$ cat src/rtl/cram_access_arbiter_pkg.sv
// -----------------------------------------------------------------------------
// cram_access_arbiter_pkg
// Shared types and constants for the CRAM bank arbiter: the arbiter FSM state
// encoding, datapath mux select values and the round-robin pick helper.
// -----------------------------------------------------------------------------
package cram_access_arbiter_pkg;

  typedef enum logic [1:0] {
    iDLE_ARB     = 2'd0,
    gRANT_LD_ARB = 2'd1,
    gRANT_ST_ARB = 2'd2,
    dRAIN_ARB    = 2'd3
  } fsm_cram_arb;

  localparam logic SEL_LD = 1'b0;
  localparam logic SEL_ST = 1'b1;

  // Store wins when it is the only candidate, or when both contend and the
  // load side was served last.
  function automatic logic rr_pick_st(input logic cand_ld,
                                      input logic cand_st,
                                      input logic last);
    return cand_st & (~cand_ld | (last == SEL_LD));
  endfunction

endpackage

$ cat src/rtl/cram_access_arbiter_if.sv
// -----------------------------------------------------------------------------
// cram_access_arbiter_if
// Handshake bundle between the load/store sequence controllers, the CRAM bank
// and the arbiter.
//   I_Ld_* / I_St_* : Acq (start pulse), Req (per-word), Rls (release),
//                     Trm (termination) from each controller
//   O_*_Grant       : ownership indication per side
//   O_*_Nack        : stall per side
//   O_Mem_Req/We    : forwarded request / write enable to the bank
//   O_Sel           : datapath select (0 = load, 1 = store)
//   O_Busy          : bank owned or draining
//   O_Timeout       : one-cycle pulse on watchdog-forced release
// modport master : controller/bank side; modport slave : arbiter side.
// -----------------------------------------------------------------------------
interface cram_access_arbiter_if;

  logic I_Ld_Acq;
  logic I_Ld_Req;
  logic I_Ld_Rls;
  logic I_Ld_Trm;
  logic I_St_Acq;
  logic I_St_Req;
  logic I_St_Rls;
  logic I_St_Trm;
  logic O_Ld_Grant;
  logic O_St_Grant;
  logic O_Ld_Nack;
  logic O_St_Nack;
  logic O_Mem_Req;
  logic O_Mem_We;
  logic O_Sel;
  logic O_Busy;
  logic O_Timeout;

  modport master (
    output I_Ld_Acq, I_Ld_Req, I_Ld_Rls, I_Ld_Trm,
    output I_St_Acq, I_St_Req, I_St_Rls, I_St_Trm,
    input  O_Ld_Grant, O_St_Grant, O_Ld_Nack, O_St_Nack,
    input  O_Mem_Req, O_Mem_We, O_Sel, O_Busy, O_Timeout
  );

  modport slave (
    input  I_Ld_Acq, I_Ld_Req, I_Ld_Rls, I_Ld_Trm,
    input  I_St_Acq, I_St_Req, I_St_Rls, I_St_Trm,
    output O_Ld_Grant, O_St_Grant, O_Ld_Nack, O_St_Nack,
    output O_Mem_Req, O_Mem_We, O_Sel, O_Busy, O_Timeout
  );

endinterface

$ cat src/rtl/cram_access_arbiter.sv
// -----------------------------------------------------------------------------
// cram_access_arbiter
// Arbitrates a single-ported CRAM bank between the load- and store-sequence
// controllers. Ownership lasts a whole sequence (Acq .. Rls/Trm), is granted
// round-robin, and is followed by a drain window covering RAM read latency.
// An idle watchdog forces release if the owner stops issuing Req.
//
// Ports:
//   clock : system clock, rising edge
//   reset : asynchronous, active-low
//   bus   : cram_access_arbiter_if.slave (controller inputs, bank/status outputs)
//
// state      | meaning
// -----------+-----------------------------------------------------------
// iDLE_ARB   | bank free, arbitrate pending flags and same-cycle Acq
// gRANT_LD_ARB | load controller owns the bank, its Req is forwarded
// gRANT_ST_ARB | store controller owns the bank, its Req is forwarded
// dRAIN_ARB  | post-release window, no requests reach the bank
// -----------------------------------------------------------------------------
module cram_access_arbiter
  import cram_access_arbiter_pkg::*;
#(
  parameter int DRAIN_CYCLES = 2,
  parameter int MAX_IDLE     = 64,
  parameter int WIDTH_IDLE   = 8
) (
  input  logic                  clock,
  input  logic                  reset,
  cram_access_arbiter_if.slave  bus
);

  localparam logic [3:0] DRAIN_LOAD = 4'((DRAIN_CYCLES > 0) ? DRAIN_CYCLES - 1 : 0);
  localparam logic [WIDTH_IDLE-1:0] IDLE_LIMIT =
    WIDTH_IDLE'((MAX_IDLE > 0) ? MAX_IDLE - 1 : 0);

  fsm_cram_arb           state_q, state_d;
  logic                  pend_ld_q, pend_ld_d;
  logic                  pend_st_q, pend_st_d;
  logic                  last_q, last_d;
  logic [3:0]            drain_q, drain_d;
  logic [WIDTH_IDLE-1:0] idle_q, idle_d;
  logic                  timeout_q, timeout_d;

  logic cand_ld, cand_st;
  logic own_req, own_rel, wd_hit;
  logic grant_ld, grant_st;

  assign grant_ld = (state_q == gRANT_LD_ARB);
  assign grant_st = (state_q == gRANT_ST_ARB);

  always_comb begin
    state_d   = state_q;
    // An Acq from the side that already owns the bank is dropped.
    pend_ld_d = pend_ld_q | (bus.I_Ld_Acq & ~grant_ld);
    pend_st_d = pend_st_q | (bus.I_St_Acq & ~grant_st);
    last_d    = last_q;
    drain_d   = drain_q;
    idle_d    = idle_q;
    timeout_d = 1'b0;
    cand_ld   = pend_ld_q | bus.I_Ld_Acq;
    cand_st   = pend_st_q | bus.I_St_Acq;
    own_req   = grant_st ? bus.I_St_Req : bus.I_Ld_Req;
    own_rel   = grant_st ? (bus.I_St_Rls | bus.I_St_Trm)
                         : (bus.I_Ld_Rls | bus.I_Ld_Trm);
    wd_hit    = 1'b0;

    case (state_q)
      iDLE_ARB: begin
        if (cand_ld | cand_st) begin
          idle_d = '0;
          if (rr_pick_st(cand_ld, cand_st, last_q)) begin
            state_d   = gRANT_ST_ARB;
            pend_st_d = 1'b0;
            last_d    = SEL_ST;
          end else begin
            state_d   = gRANT_LD_ARB;
            pend_ld_d = 1'b0;
            last_d    = SEL_LD;
          end
        end
      end

      gRANT_LD_ARB, gRANT_ST_ARB: begin
        wd_hit = (MAX_IDLE != 0) && !own_req && (idle_q == IDLE_LIMIT);
        idle_d = own_req ? '0 : idle_q + 1'b1;
        if (own_rel | wd_hit) begin
          state_d   = (DRAIN_CYCLES == 0) ? iDLE_ARB : dRAIN_ARB;
          drain_d   = DRAIN_LOAD;
          idle_d    = '0;
          timeout_d = wd_hit;
        end
      end

      dRAIN_ARB: begin
        if (drain_q == 4'd0) begin
          state_d = iDLE_ARB;
        end else begin
          drain_d = drain_q - 1'b1;
        end
      end

      default: state_d = iDLE_ARB;
    endcase
  end

  always_ff @(posedge clock or negedge reset) begin
    if (!reset) begin
      state_q   <= iDLE_ARB;
      pend_ld_q <= 1'b0;
      pend_st_q <= 1'b0;
      last_q    <= SEL_LD;
      drain_q   <= 4'd0;
      idle_q    <= '0;
      timeout_q <= 1'b0;
    end else begin
      state_q   <= state_d;
      pend_ld_q <= pend_ld_d;
      pend_st_q <= pend_st_d;
      last_q    <= last_d;
      drain_q   <= drain_d;
      idle_q    <= idle_d;
      timeout_q <= timeout_d;
    end
  end

  assign bus.O_Ld_Grant = grant_ld;
  assign bus.O_St_Grant = grant_st;
  assign bus.O_Ld_Nack  = (pend_ld_q | bus.I_Ld_Acq | bus.I_Ld_Req) & ~grant_ld;
  assign bus.O_St_Nack  = (pend_st_q | bus.I_St_Acq | bus.I_St_Req) & ~grant_st;
  assign bus.O_Mem_Req  = (grant_ld & bus.I_Ld_Req) | (grant_st & bus.I_St_Req);
  assign bus.O_Mem_We   = grant_st & bus.I_St_Req;
  // last_q is updated only on a grant, so it is the select of the current or
  // most recent owner and naturally holds through DRAIN and IDLE.
  assign bus.O_Sel      = last_q;
  assign bus.O_Busy     = (state_q != iDLE_ARB);
  assign bus.O_Timeout  = timeout_q;

endmodule

$ cat src/flat_wrapper.sv
// flat-port wrapper written by rule: the top's interface ports become plain ports
module cram_access_arbiter_flat import cram_access_arbiter_pkg::*;
#(
  parameter int DRAIN_CYCLES = 2,
  parameter int MAX_IDLE     = 64,
  parameter int WIDTH_IDLE   = 8
)
  (clock, reset, bus_I_Ld_Acq, bus_I_Ld_Req, bus_I_Ld_Rls, bus_I_Ld_Trm, bus_I_St_Acq, bus_I_St_Req, bus_I_St_Rls, bus_I_St_Trm, bus_O_Ld_Grant, bus_O_St_Grant, bus_O_Ld_Nack, bus_O_St_Nack, bus_O_Mem_Req, bus_O_Mem_We, bus_O_Sel, bus_O_Busy, bus_O_Timeout);
  cram_access_arbiter_if bus_i ();
  input  logic clock;
  input  logic reset;
  input wire logic [$bits(bus_i.I_Ld_Acq)-1:0] bus_I_Ld_Acq;
  input wire logic [$bits(bus_i.I_Ld_Req)-1:0] bus_I_Ld_Req;
  input wire logic [$bits(bus_i.I_Ld_Rls)-1:0] bus_I_Ld_Rls;
  input wire logic [$bits(bus_i.I_Ld_Trm)-1:0] bus_I_Ld_Trm;
  input wire logic [$bits(bus_i.I_St_Acq)-1:0] bus_I_St_Acq;
  input wire logic [$bits(bus_i.I_St_Req)-1:0] bus_I_St_Req;
  input wire logic [$bits(bus_i.I_St_Rls)-1:0] bus_I_St_Rls;
  input wire logic [$bits(bus_i.I_St_Trm)-1:0] bus_I_St_Trm;
  output wire logic [$bits(bus_i.O_Ld_Grant)-1:0] bus_O_Ld_Grant;
  output wire logic [$bits(bus_i.O_St_Grant)-1:0] bus_O_St_Grant;
  output wire logic [$bits(bus_i.O_Ld_Nack)-1:0] bus_O_Ld_Nack;
  output wire logic [$bits(bus_i.O_St_Nack)-1:0] bus_O_St_Nack;
  output wire logic [$bits(bus_i.O_Mem_Req)-1:0] bus_O_Mem_Req;
  output wire logic [$bits(bus_i.O_Mem_We)-1:0] bus_O_Mem_We;
  output wire logic [$bits(bus_i.O_Sel)-1:0] bus_O_Sel;
  output wire logic [$bits(bus_i.O_Busy)-1:0] bus_O_Busy;
  output wire logic [$bits(bus_i.O_Timeout)-1:0] bus_O_Timeout;
  assign bus_i.I_Ld_Acq = bus_I_Ld_Acq;
  assign bus_i.I_Ld_Req = bus_I_Ld_Req;
  assign bus_i.I_Ld_Rls = bus_I_Ld_Rls;
  assign bus_i.I_Ld_Trm = bus_I_Ld_Trm;
  assign bus_i.I_St_Acq = bus_I_St_Acq;
  assign bus_i.I_St_Req = bus_I_St_Req;
  assign bus_i.I_St_Rls = bus_I_St_Rls;
  assign bus_i.I_St_Trm = bus_I_St_Trm;
  assign bus_O_Ld_Grant = bus_i.O_Ld_Grant;
  assign bus_O_St_Grant = bus_i.O_St_Grant;
  assign bus_O_Ld_Nack = bus_i.O_Ld_Nack;
  assign bus_O_St_Nack = bus_i.O_St_Nack;
  assign bus_O_Mem_Req = bus_i.O_Mem_Req;
  assign bus_O_Mem_We = bus_i.O_Mem_We;
  assign bus_O_Sel = bus_i.O_Sel;
  assign bus_O_Busy = bus_i.O_Busy;
  assign bus_O_Timeout = bus_i.O_Timeout;
  cram_access_arbiter #(.DRAIN_CYCLES(DRAIN_CYCLES), .MAX_IDLE(MAX_IDLE), .WIDTH_IDLE(WIDTH_IDLE)) u_core (.clock(clock), .reset(reset), .bus(bus_i));
endmodule
$ cat config.mk
export PLATFORM = sky130hd
export DESIGN_NAME = cram_access_arbiter_flat
export DESIGN_NICKNAME = d
export VERILOG_FILES = /design/src/rtl/cram_access_arbiter_pkg.sv /design/src/rtl/cram_access_arbiter_if.sv /design/src/rtl/cram_access_arbiter.sv /design/src/flat_wrapper.sv
export SDC_FILE = /design/constraint.sdc
export NUM_CORES = 1
export LEC_CHECK = 0
export ABC_AREA = 1
export CAP_MARGIN = 20
export CORE_MARGIN = 5
export CORE_UTILIZATION = 65
export CTS_BUF_LIST = sky130_fd_sc_hd__clkbuf_4 sky130_fd_sc_hd__clkbuf_8
export CTS_CLUSTER_DIAMETER = 120
export DETAILED_ROUTE_END_ITERATION = 7
export DONT_BUFFER_PORTS = 1
export GPL_TIMING_DRIVEN = 0
export PLACE_DENSITY = 0.89
export SETUP_SLACK_MARGIN = 0.1
export SKIP_CTS_REPAIR_TIMING = 1
export SYNTH_ARGS = -nofsm -noshare
export SYNTH_HDL_FRONTEND = slang
export SYNTH_SLANG_ARGS = --single-unit
$ cat constraint.sdc
create_clock -name clock -period 2.1 [get_ports clock]
set_clock_uncertainty 0.05 [all_clocks]
set_input_delay 0.315 -clock clock [delete_from_list [all_inputs] [get_ports clock]]
set_output_delay 0.315 -clock clock [all_outputs]
set_load 0.02 [all_outputs]
==> results.txt, run 1 <==
Data arrival, critical path: 1.54 ns
GRT met1 Usage: 0.236
overall power: 1.94 mW
Top Usage Layer GRT: met2
Mapped Area: 1270 sq um
CTS Sinks: 18
Final Hold Viols: 0
PnR worst setup slack: 0.196 ns
WHS: 0.173 ns
Port-buffer cells: 0
area of the core: 1920 sq um
Total Wirelength: 2570 um
RSZ-0062 raised after global routing: false
CP Max Fanout: 4
M2 GR Usage: 0.398
Worst Hold Class: input port to register
first-pass GRT wire length: 4520 um
Starting Density: 0.661
die area: 2940 sq um
Final Cycle Share: 0.907
clock-pin slew on the worst setup and hold paths: 0.10 ns
placed cell areas: 1310 sq um
fin cells: 212
Multi-input gate area: 689 sq um
most common cell after layout, fill and taps aside: nand2_1
syn_nets: 197
Std-Cell Rows: 16
DR pass1 iterations: 4
Max Cap Viol: 0
area grow syn2layout: 6.79%
Clk Latency, worst-skew pair: 0.30 ns
Place WS: 0.274 ns
fmax: 525 MHz
ANT cells: 0
P_leak: 0.735 nW
via/cell ratio: 5.30
Layout Nets: 203
Least-Margin Pin Slew: 0.810 ns
most frequent cells in the layout: nand2_1, inv_1, nor2_1
antenna violations before repair: 0
share of layout cells above drive strength 1: 0.146
Cell variety after synth: 22
Slew Viols, Final: 0
CTS tree: done
worst IR drop on VDD: 0.962 mV
slew margin rel.: 0.458
Mapped Avg Cell Area: 7.06 sq um
antenna-violating nets left: 0
FILL cells: 163
Post-Synthesis Cells: 180
worst-case clock buffer depth: 2
met3 capacity usage during global routing: 0.0245
Initial DRC Count: 18
number of synthesized register bits: 18
Yosys warning count: 0
Setup CP Type: register to output port
# IOs: 19
hpwl dp: 2030 um
clk root buf: clkbuf_4
Layout Utilization: 0.706
sequential fraction of the synthesis area: 0.354
vias: 1123
Final GP Congestion: 0.794
Power Dens Cells: 1430 nW/um^2
status: finished clean
CP endpoint kind: output port
Die Span Y: 54.2 um
Num CTS Buffers: 3
Reg area: 450 sq um
Setup-failing EPs final: 0
min cycle time layout: 1.90 ns
Worst EP required: 1.74 ns
die width: 54.2 um
H-tree depth: 1
largest net degree at the start of global routing: 19
Post-synth EDFFs: 0
Overflow after GRT: 0
dpl cells: 207
GRT Overall Usage: 0.213
Residual DRC: 0
kind of start point of the critical path: register
Setup TNS Final: 0 ns
Routed WL per cell: 12.1 um
vias in the first global route: 1117
Post-synth top flop: dfrtp_1
asr flop ratio synth: 1.00
Final Cell Area: 1360 sq um
cell usage after synthesis, types with 2 or more instances:
library cell | number | share of area
inv_1 | 30 | 0.089
a21oi_1 | 6 | 0.024
ha_1 | 7 | 0.069
nand2_2 | 4 | 0.020
nand4_1 | 7 | 0.034
o21ai_0 | 7 | 0.028
nand3_1 | 11 | 0.043
nor2_1 | 21 | 0.062
nor2_2 | 4 | 0.020
nand2_1 | 48 | 0.14
nand3_2 | 3 | 0.024
nand2_4 | 4 | 0.035
dfrtp_1 | 18 | 0.35
inv_2 | 2 | 0.0059
path summary, 6_finish.rpt:
kind                                                     from                            end  slack (ns)  cells after the start
worst max-delay path            u_core.state_q[1]$_DFFE_PN0P_                  bus_O_Mem_Req        0.20                      4
worst min-delay path                             bus_I_Ld_Acq     u_core.pend_ld_q$_DFF_PN0_        0.17                      2
worst min register to register  u_core.drain_q[3]$_DFFE_PN0P_  u_core.drain_q[3]$_DFFE_PN0P_        0.45                      2
max in group asynchronous                               reset  u_core.drain_q[2]$_DFFE_PN0P_        1.01                      1
worst max register to register  u_core.state_q[0]$_DFFE_PN0P_   u_core.idle_q[2]$_DFFE_PN0P_        0.38                      9
min in group asynchronous                               reset  u_core.state_q[1]$_DFFE_PN0P_        0.49                      1
layer usage:
layer / vias up / routed length [um]
met5: - / 0
met4: 0 / 41
met3: 5 / 87
met2: 22 / 1390
met1: 528 / 1050
li1: 568 / -
final cells by class:
cell class,instances,area share
Multi-Input combinational cell,128,0.508
Sequential cell,18,0.332
Inverter,33,0.0931
Clock buffer,4,0.0267
Tap cell,27,0.0249
Buffer,1,0.00829
Timing Repair Buffer,1,0.00737
critical path: stages (launching register included):
cell,delay (ns)
dfrtp_1,0.44
inv_1,0.10
ha_1,0.32
inv_1,0.13
o21ai_2,0.26
sequential cells by signal, summed over array words and instances, names as in the netlist:
signal,flops
u_core.bus.O_Sel,1
u_core.bus.O_Timeout,1
u_core.drain_q,4
u_core.idle_q,8
u_core.pend_ld_q,1
u_core.pend_st_q,1
u_core.state_q,2
power breakdown:
| group | switching (mW) | total (mW) | internal (mW) |
|---|---|---|---|
| combinational | 0.809 | 1.19 | 0.383 |
| clock | 0.109 | 0.215 | 0.106 |
| sequential | 0.0957 | 0.537 | 0.441 |
| total | 1.01 | 1.94 | 0.930 |
cell families (layout without fill, tap and decap cells):
family,count (synthesis),after routing,synth area share
adders and majority gates,7,7,0.0689
and+or+nand+nor,104,104,0.393
buffers and inverters,34,39,0.108
DFF,18,18,0.354
AOI/OAI and AO/OA,16,16,0.0689
xor gates and xnor gates,1,1,0.00689
Power figures use the tool's default switching activity.
==> run 2: changes to the inputs <==
--- a/config.mk
+++ b/config.mk
@@ -8,13 +8,12 @@
 export ABC_AREA = 1
 export CAP_MARGIN = 20
 export CORE_MARGIN = 5
-export CORE_UTILIZATION = 65
+export CORE_UTILIZATION = 56
 export CTS_BUF_LIST = sky130_fd_sc_hd__clkbuf_4 sky130_fd_sc_hd__clkbuf_8
 export CTS_CLUSTER_DIAMETER = 120
 export DETAILED_ROUTE_END_ITERATION = 7
-export DONT_BUFFER_PORTS = 1
 export GPL_TIMING_DRIVEN = 0
-export PLACE_DENSITY = 0.89
+export PLACE_DENSITY = 0.9
 export SETUP_SLACK_MARGIN = 0.1
 export SKIP_CTS_REPAIR_TIMING = 1
 export SYNTH_ARGS = -nofsm -noshare
==> run 2 against run 1 <==
Non-clock buffer count grew 17. Via count up 3.6%. Final area grew 13%. Routed wire length is 6.9% higher. Sequential power is 2% lower. Clock power is 6% higher. Maximum frequency is 3.8% lower. Clock-buffer cell count did not move. Sequential share of layout area decreased by 3.8 points. Flip-flop and latch count is the same. Critical path depth increased by 1. Combinational power increased by 13%. Critical endpoint unchanged.
==> results.txt, run 2 (synthesis results as in run 1) <==
Die Span Y: 57.6 um (was 54.2 um)
status: finished clean (unchanged)
Most flops, register: u_core.idle_q (unchanged)
fin cells: 230 (was 212)
clock-pin slew on the worst setup and hold paths: 0.11 ns (was 0.10 ns)
Final Cell Area: 1540 sq um (was 1360 sq um)
kind of start point of the critical path: register (unchanged)
Slew Viols, Final: 0 (unchanged)
Least-Margin Pin Slew: 0.827 ns (was 0.810 ns)
die area: 3320 sq um (was 2940 sq um)
Critical R2R Launch: u_core.state_q[0]$_DFFE_PN0P_ (unchanged)
FF-to-FF setup slack: 0.45 ns (was 0.38 ns)
Clk Latency, worst-skew pair: 0.30 ns (about the same)
Bufs and invs on worst path: 2 (unchanged)
Largest register FFs: 8 (unchanged)
Std-Cell Rows: 17 (was 16)
reg-to-reg endpoint: u_core.drain_q[1]$_DFFE_PN0P_ (was u_core.idle_q[2]$_DFFE_PN0P_)
min cycle time layout: 1.98 ns (was 1.90 ns)
Max Cap Viol: 0 (unchanged)
CP Max Fanout: 8 (was 4)
Overflow after GRT: 0 (unchanged)
DR pass1 iterations: 4 (unchanged)
Crit path depth: 5 (was 4)
Worst EP required: 1.74 ns (about the same)
first-pass GRT wire length: 4980 um (was 4520 um)
crit path to: bus_O_Mem_Req (unchanged)
Total Wirelength: 2750 um (was 2570 um)
Power Dens Cells: 1360 nW/um^2 (was 1430 nW/um^2)
via/cell ratio: 5.06 (was 5.30)
Num CTS Buffers: 3 (unchanged)
Setup-failing EPs final: 0 (unchanged)
largest net degree at the start of global routing: 19 (unchanged)
area of the core: 2190 sq um (was 1920 sq um)
Port-buffer cells: 18 (was 0)
vias: 1163 (was 1123)
CTS tree: done (unchanged)
Residual DRC: 0 (unchanged)
GRT Overall Usage: 0.186 (was 0.213)
ANT cells: 0 (unchanged)
Worst Hold Class: input port to asynchronous set/reset pin (was input port to register)
P_leak: 0.860 nW (was 0.735 nW)
Starting Density: 0.580 (was 0.661)
slew margin rel.: 0.447 (was 0.458)
critical path's top delay family: flip-flops (unchanged)
worst IR drop on VDD: 0.801 mV (was 0.962 mV)
Routed WL per cell: 11.9 um (was 12.1 um)
clk root buf: clkbuf_4 (unchanged)
Data arrival, critical path: 1.61 ns (was 1.54 ns)
most frequent cells in the layout: nand2_1, inv_1, nor2_1 (unchanged)
worst-case clock buffer depth: 2 (unchanged)
hpwl dp: 2150 um (was 2030 um)
share of layout cells above drive strength 1: 0.134 (was 0.146)
RSZ-0062 raised after global routing: true (was false)
H-tree depth: 1 (unchanged)
Layout Nets: 220 (was 203)
Final GP Congestion: 0.850 (was 0.794)
dpl cells: 226 (was 207)
critical-path cell list: inv_1, ha_2, nand2_1, o21ai_0, dlymetal6s2s_1 (was inv_1, ha_1, inv_1, o21ai_2)
Final Hold Viols: 0 (unchanged)
CP endpoint kind: output port (unchanged)
placed cell areas: 1490 sq um (was 1310 sq um)
antenna-violating nets left: 0 (unchanged)
# IOs: 19 (unchanged)
CTS Sinks: 18 (unchanged)
die width: 57.6 um (was 54.2 um)
Final Cycle Share: 0.943 (was 0.907)
vias in the first global route: 1215 (was 1117)
FF-to-FF path depth: 11 (was 9)
area grow syn2layout: 20.8% (was 6.79%)
fmax: 505 MHz (was 525 MHz)
WHS: 0.424 ns (was 0.173 ns)
overall power: 2.09 mW (was 1.94 mW)
antenna violations before repair: 0 (unchanged)
Critical Path Slowest Stage Cell: dfrtp_1 (unchanged)
Layout Utilization: 0.701 (was 0.706)
slowest stage delay, CP: 0.44 ns (about the same)
Initial DRC Count: 40 (was 18)
most common cell after layout, fill and taps aside: nand2_1 (unchanged)
Largest regs: u_core.idle_q: 8 flops, u_core.drain_q: 4 flops, u_core.state_q: 2 flops (unchanged)
Setup CP Type: register to output port (unchanged)
CP startpoint: u_core.state_q[0]$_DFFE_PN0P_ (was u_core.state_q[1]$_DFFE_PN0P_)
[run 2: cell count changes in the layout (fill, tap and decap cells not counted)]
cell	change
dlymetal6s2s_1	+6
dlygate4sd3_1	-1
o21ai_0	+1
o21ai_2	-1
clkbuf_2	+1
clkdlybuf4s50_1	+11
[run 2: power breakdown]
| group | switching, mW | internal, mW | total (mW) |
|---|---|---|---|
| combinational | 0.842 | 0.495 | 1.34 |
| clock | 0.123 | 0.106 | 0.228 |
| sequential | 0.0838 | 0.441 | 0.525 |
[run 2: how the worst min path moves through the flow]
stage | end | slack [ns] | cells after the start
global placement | u_core.drain_q[3]$_DFFE_PN0P_ | 0.41 | 2
finish | u_core.state_q[0]$_DFFE_PN0P_ | 0.42 | 1
global route | u_core.drain_q[3]$_DFFE_PN0P_ | 0.48 | 2
floorplan | u_core.bus.O_Sel$_DFFE_PN0P_ | -0.03 | 0
CTS | u_core.bus.O_Sel$_DFFE_PN0P_ | 0.44 | 1
detailed placement | u_core.drain_q[3]$_DFFE_PN0P_ | 0.42 | 2
[run 2: per-layer routing]
metal	vias to the layer above	routed length [um]	part of all wire	global-route usage
li1	603	-	-	-
met1	539	1200	0.44	0.216
met2	17	1450	0.53	0.342
met3	4	70	0.026	0.0267
met4	0	29	0.011	0.0728
met5	-	0	0	0
[run 2: cell type report]
class / instances / area [sq um]
Multi-Input combinational cell: 128 / 686
Fill cell: 180 / 656
Sequential cell: 18 / 450
Timing Repair Buffer: 18 / 190
Inverter: 33 / 126
Clock buffer: 4 / 36.3
Tap cell: 28 / 35.0
Buffer: 1 / 11.3
[run 2: per-stage QoR]
stage / setup TNS [ns] / worst slack (ns)
finish: 0 / 0.120
detailed placement: 0 / 0.0195
CTS: -1.01 / -0.342
floorplan: 0 / 0.418
global placement: 0 / 0.0364
global route: 0 / 0.0277
==> run 3: changes to the inputs <==
--- a/config.mk
+++ b/config.mk
@@ -11,9 +11,11 @@
 export CORE_UTILIZATION = 56
 export CTS_BUF_LIST = sky130_fd_sc_hd__clkbuf_4 sky130_fd_sc_hd__clkbuf_8
 export CTS_CLUSTER_DIAMETER = 120
+export CTS_CLUSTER_SIZE = 24
 export DETAILED_ROUTE_END_ITERATION = 7
 export GPL_TIMING_DRIVEN = 0
 export PLACE_DENSITY = 0.9
+export REMOVE_ABC_BUFFERS = 1
 export SETUP_SLACK_MARGIN = 0.1
 export SKIP_CTS_REPAIR_TIMING = 1
 export SYNTH_ARGS = -nofsm -noshare
==> run 3 against run 2 <==
Maximum frequency is 2.4% higher. Critical path depth did not move. Worst setup slack better by 0.047 ns. Hold slack better by 0.0087 ns. Register-to-register slack worse by 0.12 ns. Critical path type unchanged. Largest cell class unchanged.
==> results.txt, run 3 (synthesis results as in run 1) <==
vias: 1184 (was 1163)
Final GP Congestion: 0.806 (was 0.850)
first-pass GRT wire length: 5000 um (was 4980 um)
Initial DRC Count: 26 (was 40)
CTS Sinks: 18 (unchanged)
dpl cells: 225 (was 226)
most common cell after layout, fill and taps aside: nand2_1 (unchanged)
vias in the first global route: 1201 (was 1215)
antenna-violating nets left: 0 (unchanged)
FF-to-FF setup slack: 0.33 ns (was 0.45 ns)
Setup-failing EPs final: 0 (unchanged)
worst IR drop on VDD: 0.831 mV (was 0.801 mV)
fin cells: 229 (was 230)
Routed WL per cell: 12.9 um (was 11.9 um)
Largest regs: u_core.idle_q: 8 flops, u_core.drain_q: 4 flops, u_core.state_q: 2 flops (unchanged)
Slew Viols, Final: 0 (unchanged)
Clk Latency, worst-skew pair: 0.29 ns (was 0.30 ns)
Power Dens Cells: 1360 nW/um^2 (about the same)
internal power: 1.01 mW (was 1.04 mW)
kind of start point of the critical path: register (unchanged)
Data arrival, critical path: 1.57 ns (was 1.61 ns)
sw frac: 0.515 (was 0.501)
Residual DRC: 0 (unchanged)
Worst EP required: 1.74 ns (about the same)
Final Cycle Share: 0.920 (was 0.943)
Psw: 1.07 mW (was 1.05 mW)
Comb power frac: 0.639 (was 0.640)
Least-Margin Pin Slew: 0.823 ns (was 0.827 ns)
clock-pin slew on the worst setup and hold paths: 0.11 ns (about the same)
slowest stage delay, CP: 0.45 ns (was 0.44 ns)
P_leak: 0.864 nW (was 0.860 nW)
share of layout cells above drive strength 1: 0.129 (was 0.134)
worst-case clock buffer depth: 2 (unchanged)
ANT cells: 0 (unchanged)
Std-Cell Rows: 17 (unchanged)
die area: 3320 sq um (unchanged)
min cycle time layout: 1.93 ns (was 1.98 ns)
hpwl dp: 2240 um (was 2150 um)
Final Hold Viols: 0 (unchanged)
DR pass1 iterations: 7 (was 4)
Starting Density: 0.580 (unchanged)
GRT Overall Usage: 0.188 (was 0.186)
Num CTS Buffers: 3 (unchanged)
die width: 57.6 um (unchanged)
Critical Path Slowest Stage Cell: dfrtp_1 (unchanged)
PnR worst setup slack: 0.168 ns (was 0.120 ns)
H-tree depth: 1 (unchanged)
Total Wirelength: 2950 um (was 2750 um)
most frequent cells in the layout: nand2_1, inv_1, nor2_1 (unchanged)
fmax: 518 MHz (was 505 MHz)
antenna violations before repair: 0 (unchanged)
Layout Nets: 219 (was 220)
largest net degree at the start of global routing: 19 (unchanged)
Max Cap Viol: 0 (unchanged)
# IOs: 19 (unchanged)
clk root buf: clkbuf_4 (unchanged)
Worst Hold Class: input port to asynchronous set/reset pin (unchanged)
status: finished clean (unchanged)
CTS tree: done (unchanged)
Largest register FFs: 8 (unchanged)
RSZ-0062 raised after global routing: true (unchanged)
Overflow after GRT: 0 (unchanged)
Flop pwr share: 0.257 (was 0.251)
Place WS: -0.0168 ns (was 0.0195 ns)
CP endpoint kind: output port (unchanged)
area of the core: 2190 sq um (unchanged)
CP Max Fanout: 8 (unchanged)
critical-path cell list: inv_1, ha_4, nand2_1, o21ai_0, dlymetal6s2s_1 (was inv_1, ha_2, nand2_1, o21ai_0, dlymetal6s2s_1)
Port-buffer cells: 18 (unchanged)
area grow syn2layout: 20.7% (was 20.8%)
via/cell ratio: 5.17 (was 5.06)
Clock power frac: 0.104 (was 0.109)
Most flops, register: u_core.idle_q (unchanged)
Setup CP Type: register to output port (unchanged)
slew margin rel.: 0.449 (was 0.447)
Die Span Y: 57.6 um (unchanged)
==> run 3: cell count changes in the layout (fill, tap and decap cells not counted), sizes merged <==
cell / change
buf: -1
==> run 3: layout make-up <==
cell class,count,area (sq um)
fillers,175,657
inverters,33,126
well taps,28,35.0
repair buffers,18,190
multi-input cells,128,696
flip-flops and latches,18,450
clock buffers,4,36.3
==> run 3: path summary, 6_finish.rpt <==
path,startpoint,endpoint,cells past startpoint
worst max-delay path,u_core.state_q[0]$_DFFE_PN0P_,bus_O_Mem_Req,5
worst min-delay path,reset,u_core.pend_st_q$_DFF_PN0_,1
worst max register to register,u_core.state_q[0]$_DFFE_PN0P_,u_core.idle_q[2]$_DFFE_PN0P_,8
worst min register to register,u_core.drain_q[3]$_DFFE_PN0P_,u_core.drain_q[3]$_DFFE_PN0P_,2
max in group asynchronous,reset,u_core.idle_q[5]$_DFFE_PN0P_,1
min in group clock,u_core.drain_q[3]$_DFFE_PN0P_,u_core.drain_q[3]$_DFFE_PN0P_,2
==> run 3: routing by layer <==
metal  GRT usage  part of all wire  vias up  routed length, um
met2       0.352              0.56       18               1660
met3      0.0245             0.022        2                 65
met4      0.0662            0.0031        0                  9
met5           0                 0        -                  0
met1       0.216              0.41      558               1210
li1            -                 -      606                  -
==> run 3: power by group through the flow <==
stage / clock, mW / sequential (mW) / combinational [mW]
5_1_grt: 0.233 / 0.549 / 1.50
4_1_cts: 0.223 / 0.529 / 1.32
3_5_place_dp: 0 / 0.537 / 1.32
2_1_floorplan: 0 / 0.521 / 0.943
6_report: 0.217 / 0.536 / 1.33
3_3_place_gp: 0 / 0.526 / 1.24
==> run 3: stage by stage <==
step	total power, mW	utilization	hold slack (ns)	cell area [sq um]	setup TNS [ns]
after floorplan	1.46	-	-0.0306	1260	0
final	2.08	0.700	0.432	1530	0
after global placement	1.77	0.673	0.409	1480	0
after detailed placement	1.85	0.673	0.417	1480	-0.0168
after global routing	2.28	0.700	0.480	1530	0
after CTS	2.07	0.690	0.442	1510	-1.19
==> run 3: critical path, delay by kind of cell, from the launching register on <==
family | cells | cell delay [ns]
and+or+nand+nor | 1 | 0.13
AOI/OAI and AO/OA | 1 | 0.10
DFF | 1 | 0.45
buffers and inverters | 2 | 0.39
adders and majority gates | 1 | 0.20
